## src/rtl/rtx_timeout_scheduler_pkg.sv

```systemverilog
// rtx_timeout_scheduler_pkg: shared FSM encoding, default widths and the flow-id width helper.
package rtx_timeout_scheduler_pkg;
    typedef enum logic {SCAN = 1'b0, PEND = 1'b1} state_t;
    localparam int DEF_TIME_W = 32;
    localparam int DEF_TIMER_W = 16;
    function automatic int clogb2(input int n);
        int r;
        for (r = 0; (1 << r) < n; r++) begin
        end
        return (r < 1) ? 1 : r;
    endfunction
endpackage

```

## src/rtl/rtx_timeout_scheduler_timer_bank.sv

```systemverilog
// rtx_timeout_scheduler_timer_bank: per-flow armed bits and absolute deadlines, with a
// combinational wrap-safe expiry check of the flow selected by rd_ptr.
module rtx_timeout_scheduler_timer_bank
    import rtx_timeout_scheduler_pkg::*;
#(
    parameter int NUM_FLOWS = 16,
    parameter int FLOW_ID_W = clogb2(NUM_FLOWS),
    parameter int TIME_W = DEF_TIME_W,
    parameter int TIMER_W = DEF_TIMER_W
) (
    input  logic                 clk,
    input  logic                 rst,
    input  logic [TIME_W-1:0]    now,
    input  logic                 set_valid,
    input  logic [FLOW_ID_W-1:0] set_flow_id,
    input  logic [TIMER_W-1:0]   set_timer_amnt,
    input  logic                 clr_valid,
    input  logic [FLOW_ID_W-1:0] clr_flow_id,
    input  logic                 ack_valid,
    input  logic [FLOW_ID_W-1:0] ack_flow_id,
    input  logic [FLOW_ID_W-1:0] rd_ptr,
    output logic                 rd_expired,
    output logic [NUM_FLOWS-1:0] armed_vec
);
    logic [TIME_W-1:0] deadline [NUM_FLOWS];
    logic [NUM_FLOWS-1:0] armed;
    logic [TIME_W-1:0] diff;

    // A set always wins over a disarm or an accepted-timeout clear in the same cycle.
    always_ff @(posedge clk) begin
        if (rst) begin
            armed <= '0;
            for (int k = 0; k < NUM_FLOWS; k++) deadline[k] <= '0;
        end else begin
            for (int k = 0; k < NUM_FLOWS; k++) begin
                if (set_valid && set_flow_id == FLOW_ID_W'(k)) begin
                    armed[k] <= 1'b1;
                    deadline[k] <= now + TIME_W'(set_timer_amnt);
                end else if ((clr_valid && clr_flow_id == FLOW_ID_W'(k)) ||
                             (ack_valid && ack_flow_id == FLOW_ID_W'(k))) begin
                    armed[k] <= 1'b0;
                end
            end
        end
    end

    // Expired once now has reached the deadline, judged by the sign of the modular difference.
    always_comb begin
        diff = now - deadline[rd_ptr];
        rd_expired = armed[rd_ptr] && !diff[TIME_W-1];
    end

    assign armed_vec = armed;
endmodule

```

## src/rtl/rtx_timeout_scheduler.sv

```systemverilog
// rtx_timeout_scheduler: round-robin scan of the timer bank, raising one timeout
// request per expired flow over a valid/ready handshake.
module rtx_timeout_scheduler
    import rtx_timeout_scheduler_pkg::*;
#(
    parameter int NUM_FLOWS = 16,
    parameter int FLOW_ID_W = clogb2(NUM_FLOWS),
    parameter int TIME_W = DEF_TIME_W,
    parameter int TIMER_W = DEF_TIMER_W
) (
    input  logic                 clk,
    input  logic                 rst,
    input  logic [TIME_W-1:0]    now,
    input  logic                 en,
    input  logic                 set_valid,
    input  logic [FLOW_ID_W-1:0] set_flow_id,
    input  logic [TIMER_W-1:0]   set_timer_amnt,
    input  logic                 clr_valid,
    input  logic [FLOW_ID_W-1:0] clr_flow_id,
    output logic                 to_valid,
    output logic [FLOW_ID_W-1:0] to_flow_id,
    input  logic                 to_ready,
    output logic [31:0]          expired_cnt,
    output logic [NUM_FLOWS-1:0] armed_vec
);
    state_t state, state_nx;
    logic [FLOW_ID_W-1:0] ptr, ptr_nx, fid, fid_nx;
    logic [31:0] cnt, cnt_nx;
    logic rearm, rearm_nx, rd_expired, hit, set_pend, ack_valid;

    rtx_timeout_scheduler_timer_bank #(
        .NUM_FLOWS(NUM_FLOWS), .FLOW_ID_W(FLOW_ID_W), .TIME_W(TIME_W), .TIMER_W(TIMER_W)
    ) u_bank (
        .clk(clk), .rst(rst), .now(now),
        .set_valid(set_valid), .set_flow_id(set_flow_id), .set_timer_amnt(set_timer_amnt),
        .clr_valid(clr_valid), .clr_flow_id(clr_flow_id),
        .ack_valid(ack_valid), .ack_flow_id(fid),
        .rd_ptr(ptr), .rd_expired(rd_expired), .armed_vec(armed_vec)
    );

    always_ff @(posedge clk) begin
        if (rst) begin
            state <= SCAN;
            ptr <= '0;
            fid <= '0;
            cnt <= '0;
            rearm <= 1'b0;
        end else begin
            state <= state_nx;
            ptr <= ptr_nx;
            fid <= fid_nx;
            cnt <= cnt_nx;
            rearm <= rearm_nx;
        end
    end

    // A flow touched by set/clr in the visiting cycle is skipped; its new state is seen next lap.
    always_comb begin
        state_nx = state;
        ptr_nx = ptr;
        fid_nx = fid;
        cnt_nx = cnt;
        rearm_nx = rearm;
        hit = (set_valid && set_flow_id == ptr) || (clr_valid && clr_flow_id == ptr);
        set_pend = set_valid && set_flow_id == fid;
        ack_valid = 1'b0;
        if (state == SCAN) begin
            if (en) begin
                ptr_nx = ptr + 1'b1;
                state_nx = (rd_expired && !hit) ? PEND : SCAN;
                fid_nx = (rd_expired && !hit) ? ptr : fid;
            end
        end else begin
            rearm_nx = rearm || set_pend;
            if (to_ready) begin
                state_nx = SCAN;
                cnt_nx = cnt + 32'd1;
                rearm_nx = 1'b0;
                ack_valid = !rearm;
            end
        end
    end

    assign to_valid = (state == PEND);
    assign to_flow_id = fid;
    assign expired_cnt = cnt;
endmodule

```

## config.mk

```make
export PLATFORM = sky130hd
export DESIGN_NAME = rtx_timeout_scheduler
export DESIGN_NICKNAME = d
export VERILOG_FILES = /design/src/rtl/rtx_timeout_scheduler_pkg.sv /design/src/rtl/rtx_timeout_scheduler_timer_bank.sv /design/src/rtl/rtx_timeout_scheduler.sv
export SDC_FILE = /design/constraint.sdc
export NUM_CORES = 1
export LEC_CHECK = 0
export CAP_MARGIN = 20
export CORE_AREA = 2 2 260 262
export CTS_CLUSTER_DIAMETER = 150
export DETAILED_ROUTE_END_ITERATION = 6
export DIE_AREA = 0 0 262 264
export DONT_BUFFER_PORTS = 1
export GPL_TIMING_DRIVEN = 0
export PLACE_DENSITY_LB_ADDON = 0.12
export SLEW_MARGIN = 20
export SYNTH_ARGS = -nofsm -noshare
export SYNTH_HDL_FRONTEND = slang
export SYNTH_SLANG_ARGS = --single-unit
```

## constraint.sdc

```tcl
create_clock -name clk -period 4.1 [get_ports clk]
set_input_delay 0.205 -clock clk [delete_from_list [all_inputs] [get_ports clk]]
set_output_delay 0.205 -clock clk [all_outputs]
set_load 0.02 [all_outputs]
```

Word level (Yosys, flattened, before mapping)
Memories as Yosys holds them, arrays and structs flattened. A register that Yosys moved wholly into a read port is not among the register bits.
Cells that the tools add are included.
{"block": "totals", "regBits": 58, "in_bits": 62, "ram_bits": 512, "memories": 1, "word_cells": 297}
{"name": "u_bank.deadline", "words": 16, "width": 32, "rd": 1, "rd_ports_with_merged_regs": 1, "wr": 16, "line": "rtx_timeout_scheduler_timer_bank.sv:25", "rtl": "logic [TIME_W-1:0] deadline [NUM_FLOWS];"}
{"block": "op_classes", "bitwise": 17, "magnitude_cmp": 1, "reduce_logical": 96, "n_mux": 109, "eq_ne": 48, "n_addsub": 4}
{"cell": "$mux W32", "n": 16}
{"cell": "$eq A4 B4 Y1 const B", "n": 24}
{"cell": "$mux W1", "n": 90}
{"cell": "$logic_and A1 B1 Y1", "n": 53}
{"cell": "$eq A4 B3 Y1 const B", "n": 12}
{"cell": "$add A32 B1 Y32 const B", "n": 1}
{"cell": "$add A32 B16 Y32", "n": 1}
{"cell": "$reduce_bool A2 Y1", "n": 16}
{"cell": "$sub A32 B32 Y32", "n": 1}
{"cell": "$eq A4 B2 Y1 const B", "n": 6}
{"cell": "$logic_or A1 B1 Y1", "n": 18}
{"cell": "$or A1 B1 Y1", "n": 16}
{"cell": "$eq A4 B1 Y1 const B", "n": 3}
{"cell": "$eq A4 B4 Y1", "n": 3}
{"cell": "$logic_not A4 Y1", "n": 3}
{"cell": "$mux W4", "n": 2}
{"cell": "$lt A4 B5 Y1 const B", "n": 1}
{"cell": "$add A4 B1 Y4 const B", "n": 1}
{"cell": "$bmux W1 S4", "n": 1}
{"cell": "$reduce_and A2 Y1", "n": 2}
{"cell": "$logic_not A1 Y1", "n": 3}
{"cell": "$reduce_and A3 Y1", "n": 1}
{"cell": "$not A1 Y1", "n": 1}

Longest topological paths before layout
{"block": "depth", "depth_word": 8, "ltp_mapped": 17, "depth_no_buf": 13}

Modules after synthesis
A second synthesis with hierarchy kept.
{"block": "hier_totals", "cells_unflattened": 1774, "hier_area_um2": 25834.8}
{"module": "rtx_timeout_scheduler_timer_bank", "cells_each": 1553, "n_inst": 1, "area_per_inst_um2": 23865.4}
{"module": "rtx_timeout_scheduler", "cells_each": 221, "n_inst": 1, "area_per_inst_um2": 1969.4}

Worst setup path before layout
No wires, ideal clock.
{"block": "synth_timing", "path_kind": "reg2reg", "startpoint": "register (tool-made name)", "endpoint": "register state (netlist: to_valid)", "stages_incl_launch_ff": 17, "arrival_time_ns": 3.793, "path_slack_ns": 0.193, "required_time_ns": 3.985, "period_less_slack_ns": 3.907, "path_cell_list": "dfxtp_1 buf_6 buf_12 buf_1 mux4_2 mux4_2 inv_1 ha_1 a21o_1 a221o_1 a21oi_1 o211ai_1 a31oi_1 o31ai_1 xnor2_1 nor2_4 o21ba_1"}
{"element": "end signal, assigned", "line": "rtx_timeout_scheduler.sv:49", "rtl": "state <= state_nx;"}
{"element": "end, declared", "line": "rtx_timeout_scheduler.sv:26", "rtl": "state_t state, state_nx;"}

==> flow_summary.ini <==
[status]
status = finished, violations left
failed_checks = negative setup slack

[routing]
wirelength_um = 77200
vias = 15700
dr.pass1.iters = 5
wire_per_inst_um = 27.6
viasPerCell = 5.59
drt_iter0_drc = 1348
drc = 0
ant_nets = 0

[cells_and_area]
final_cell_mix = edfxtp_1 (512), nor2_1 (397), mux4_2 (160)
fin_area_um2 = 30000
fillers = 5956
final_common_cell = edfxtp_1
areaGrowthSynthToFinish_pct = 16.4
finalNonFillerCells = 2801
regArea_um2 = 16600
layout-drive-gt1-share_pct = 18.9
fin_nets = 1988
multi_input_area_um2 = 8620
diodes = 0
final_core_util_pct = 45.0

[timing]
min_period_ps = 4370
fmax_ghz = 0.229
worst_slack_ps = -268
setup_viol = 5
fin_skew_ps = 15.1
slew_headroom_pct = 32.2
worstMarginPinSlew_ps = 1020
final_hold_viol_count = 0
drv_slew = 0
fin_crit_sh_pct = 107
rsz0062_at_grt = true

[min_path]
hold_class = in2reg

[worst_setup_path]
crit_required_ps = 4620
critPathMaxStageDelay_ps = 510
cp_num_buf_inv = 4
critPathKind = reg2reg
crit_fanout = 10
start_kind = register
end_kind = register
cp_slowest_cell = mux4_2
crit_chain = clkbuf_8 > clkbuf_8 > clkbuf_16 > mux4_2 > mux4_2 > inv_2 > ha_1 > a21o_1 > a21o_1 > a211oi_2 > o211ai_1 > a31oi_4 > o31ai_4 > xnor2_2 > nor2_4 > o21ba_1
arrival_ps = 4890
cp_top_family = compound AO/OA/AOI/OAI gates

[die]
die-area_um2 = 69200
placementRows = 95
design.core.area_um2 = 66600
initial_core_util_pct = 38.7
io_pins = 115
fp.dieW_um = 262
die_h_um = 264

[place]
place_area_um2 = 27100
dp_cells = 2635
io_buffers = 0
post-dp-hpwl_um = 47900
post-place-ws_ps = -2160
globalplace.congestion = 0.811

[pwr]
p_leak_nw = 10.4
switching_share_pct = 24.8
p_comb_share_pct = 13.0
power.share.clock_pct = 37.7
seqPwrFrac_pct = 49.3
p_int_mw = 10.6
ir_drop_mv = 0.362
switching_power_mw = 3.49
pwr_density_cell_nw_per_um2 = 470

[logic_synthesis]
ys_types = 61
synth_area_um2 = 25700
synth-seq-cells = 574
seq_area_frac_synth_pct = 64.6
syn_area_per_cell_um2 = 14.6
synth-edff-count = 512
synthArstFlopShare_pct = 0
ys.flop_type = edfxtp_1
yosysWarnings = 0
syn-num-nets = 1868
netlist_instances = 1757

[global_route]
track_usage_pct = 22.5
grt_max_degree = 33
grt_pass1_vias = 16100
antenna_found_initial = 1
grt_pass1_wl_um = 111000
grt.overflow.total = 0

[clocking]
clk_pin_slew_worst_paths_ps = 60
clkSinkCount = 574
cts_tree = yes
clockBufferDepth = 3
cts_root_buffer = clkbuf_16
clk_latency_ps = 640
htreeDepth = 2
cts-buffers-inserted = 60

[flow_run]
cap_violations = 0
## cells in the mapped netlist (all sizes together), types with 6 or more instances
master    n  area share [%]
a21o     20            0.58
a21oi    40            0.79
and3     13            0.32
buf      30            0.66
clkbuf   94             1.4
dfxtp    62             4.8
edfxtp  512              60
ha       48             2.3
inv      47            0.69
mux2i    10            0.39
mux4    162              14
nand2    56            0.82
nand2b   38            0.92
nand3    22            0.43
nand4    16            0.39
nor2    399             5.9
nor2b    12            0.29
nor3     11            0.21
o21ai    15            0.29
o21bai    6            0.18
o221ai   16            0.54
or2      13            0.32
xnor2    29            0.99
xor2     43             1.5
## area by class of cell
type	instances	area share [%]
Sequential cell	574	55.5
Multi-Input combinational cell	1012	28.8
Clock buffer	74	5.25
Tap cell	873	3.65
Buffer	122	2.90
Timing Repair Buffer	60	2.34
Clock inverter	39	1.01
Inverter	47	0.589
## power by group through the flow
stage	Combinational [mW]	Sequential [mW]	Clock, mW
final	1.83	6.94	5.31
after global placement	1.61	7.06	0
after global routing	1.96	6.97	5.63
after detailed placement	1.66	7.06	0
after CTS	1.83	6.94	5.38
after floorplan	1.09	7.02	0
## metal layers
layer,part of all wire (%),global-route usage [%],vias up
li1,-,-,6786
met1,44,32.6,8229
met2,48,35.8,544
met3,6.3,3.64,92
met4,2.1,5.31,0
met5,0,0,-
## worst paths after layout
check                           startpoint                   to  slack (ps)  cells past startpoint
worst max-delay path              register             to_valid        -270                     16
worst min-delay path             clr_valid  u_bank.armed_vec[3]          20                      3
worst max register to register    register             to_valid        -270                     16
worst min register to register       rearm                rearm         560                      2
## worst min-delay path, cell delays in order
cell and delay [ps]:
or3b_2 220, o221ai_1 110, nand2_1 80
## through the flow
step | TNS [ps] | hold WS, ps | power [mW]
2_1_floorplan | 0 | 428 | 8.11
3_3_place_gp | -11680 | 434 | 8.67
3_5_place_dp | -10580 | 442 | 8.72
4_1_cts | -1310 | 0.432 | 14.2
5_1_grt | -1740 | 34.5 | 14.6
6_report | -1220 | 21.1 | 14.1
## state kept, by name, indices dropped and copies added, names as in the netlist, named ones only
register	count
u_bank.armed_vec	16
to_flow_id	4
rearm	1
expired_cnt	32
u_bank.deadline	512
ptr	4
to_valid	1
## what timing repair did
action                     CTS  global route
resized for setup          112            16
buffers inserted            15             5
pin swaps                   10            10
gates cloned                 1             0
setup endpoints to repair    5            22
hold buffers                34             0
hold endpoints to repair    35             0
## cells by family after synthesis
| logic type | Yosys count | synth area share, % |
|---|---|---|
| and+or+nand+nor | 604 | 10.2 |
| DFF | 574 | 64.6 |
| muxes | 172 | 14.6 |
| buffers and inverters | 171 | 2.71 |
| AOI/OAI and AO/OA | 115 | 3.01 |
| xor gates and xnor gates | 72 | 2.45 |
| adders and majority gates | 49 | 2.41 |
No activity file was read; power rests on OpenSTA's default activity.
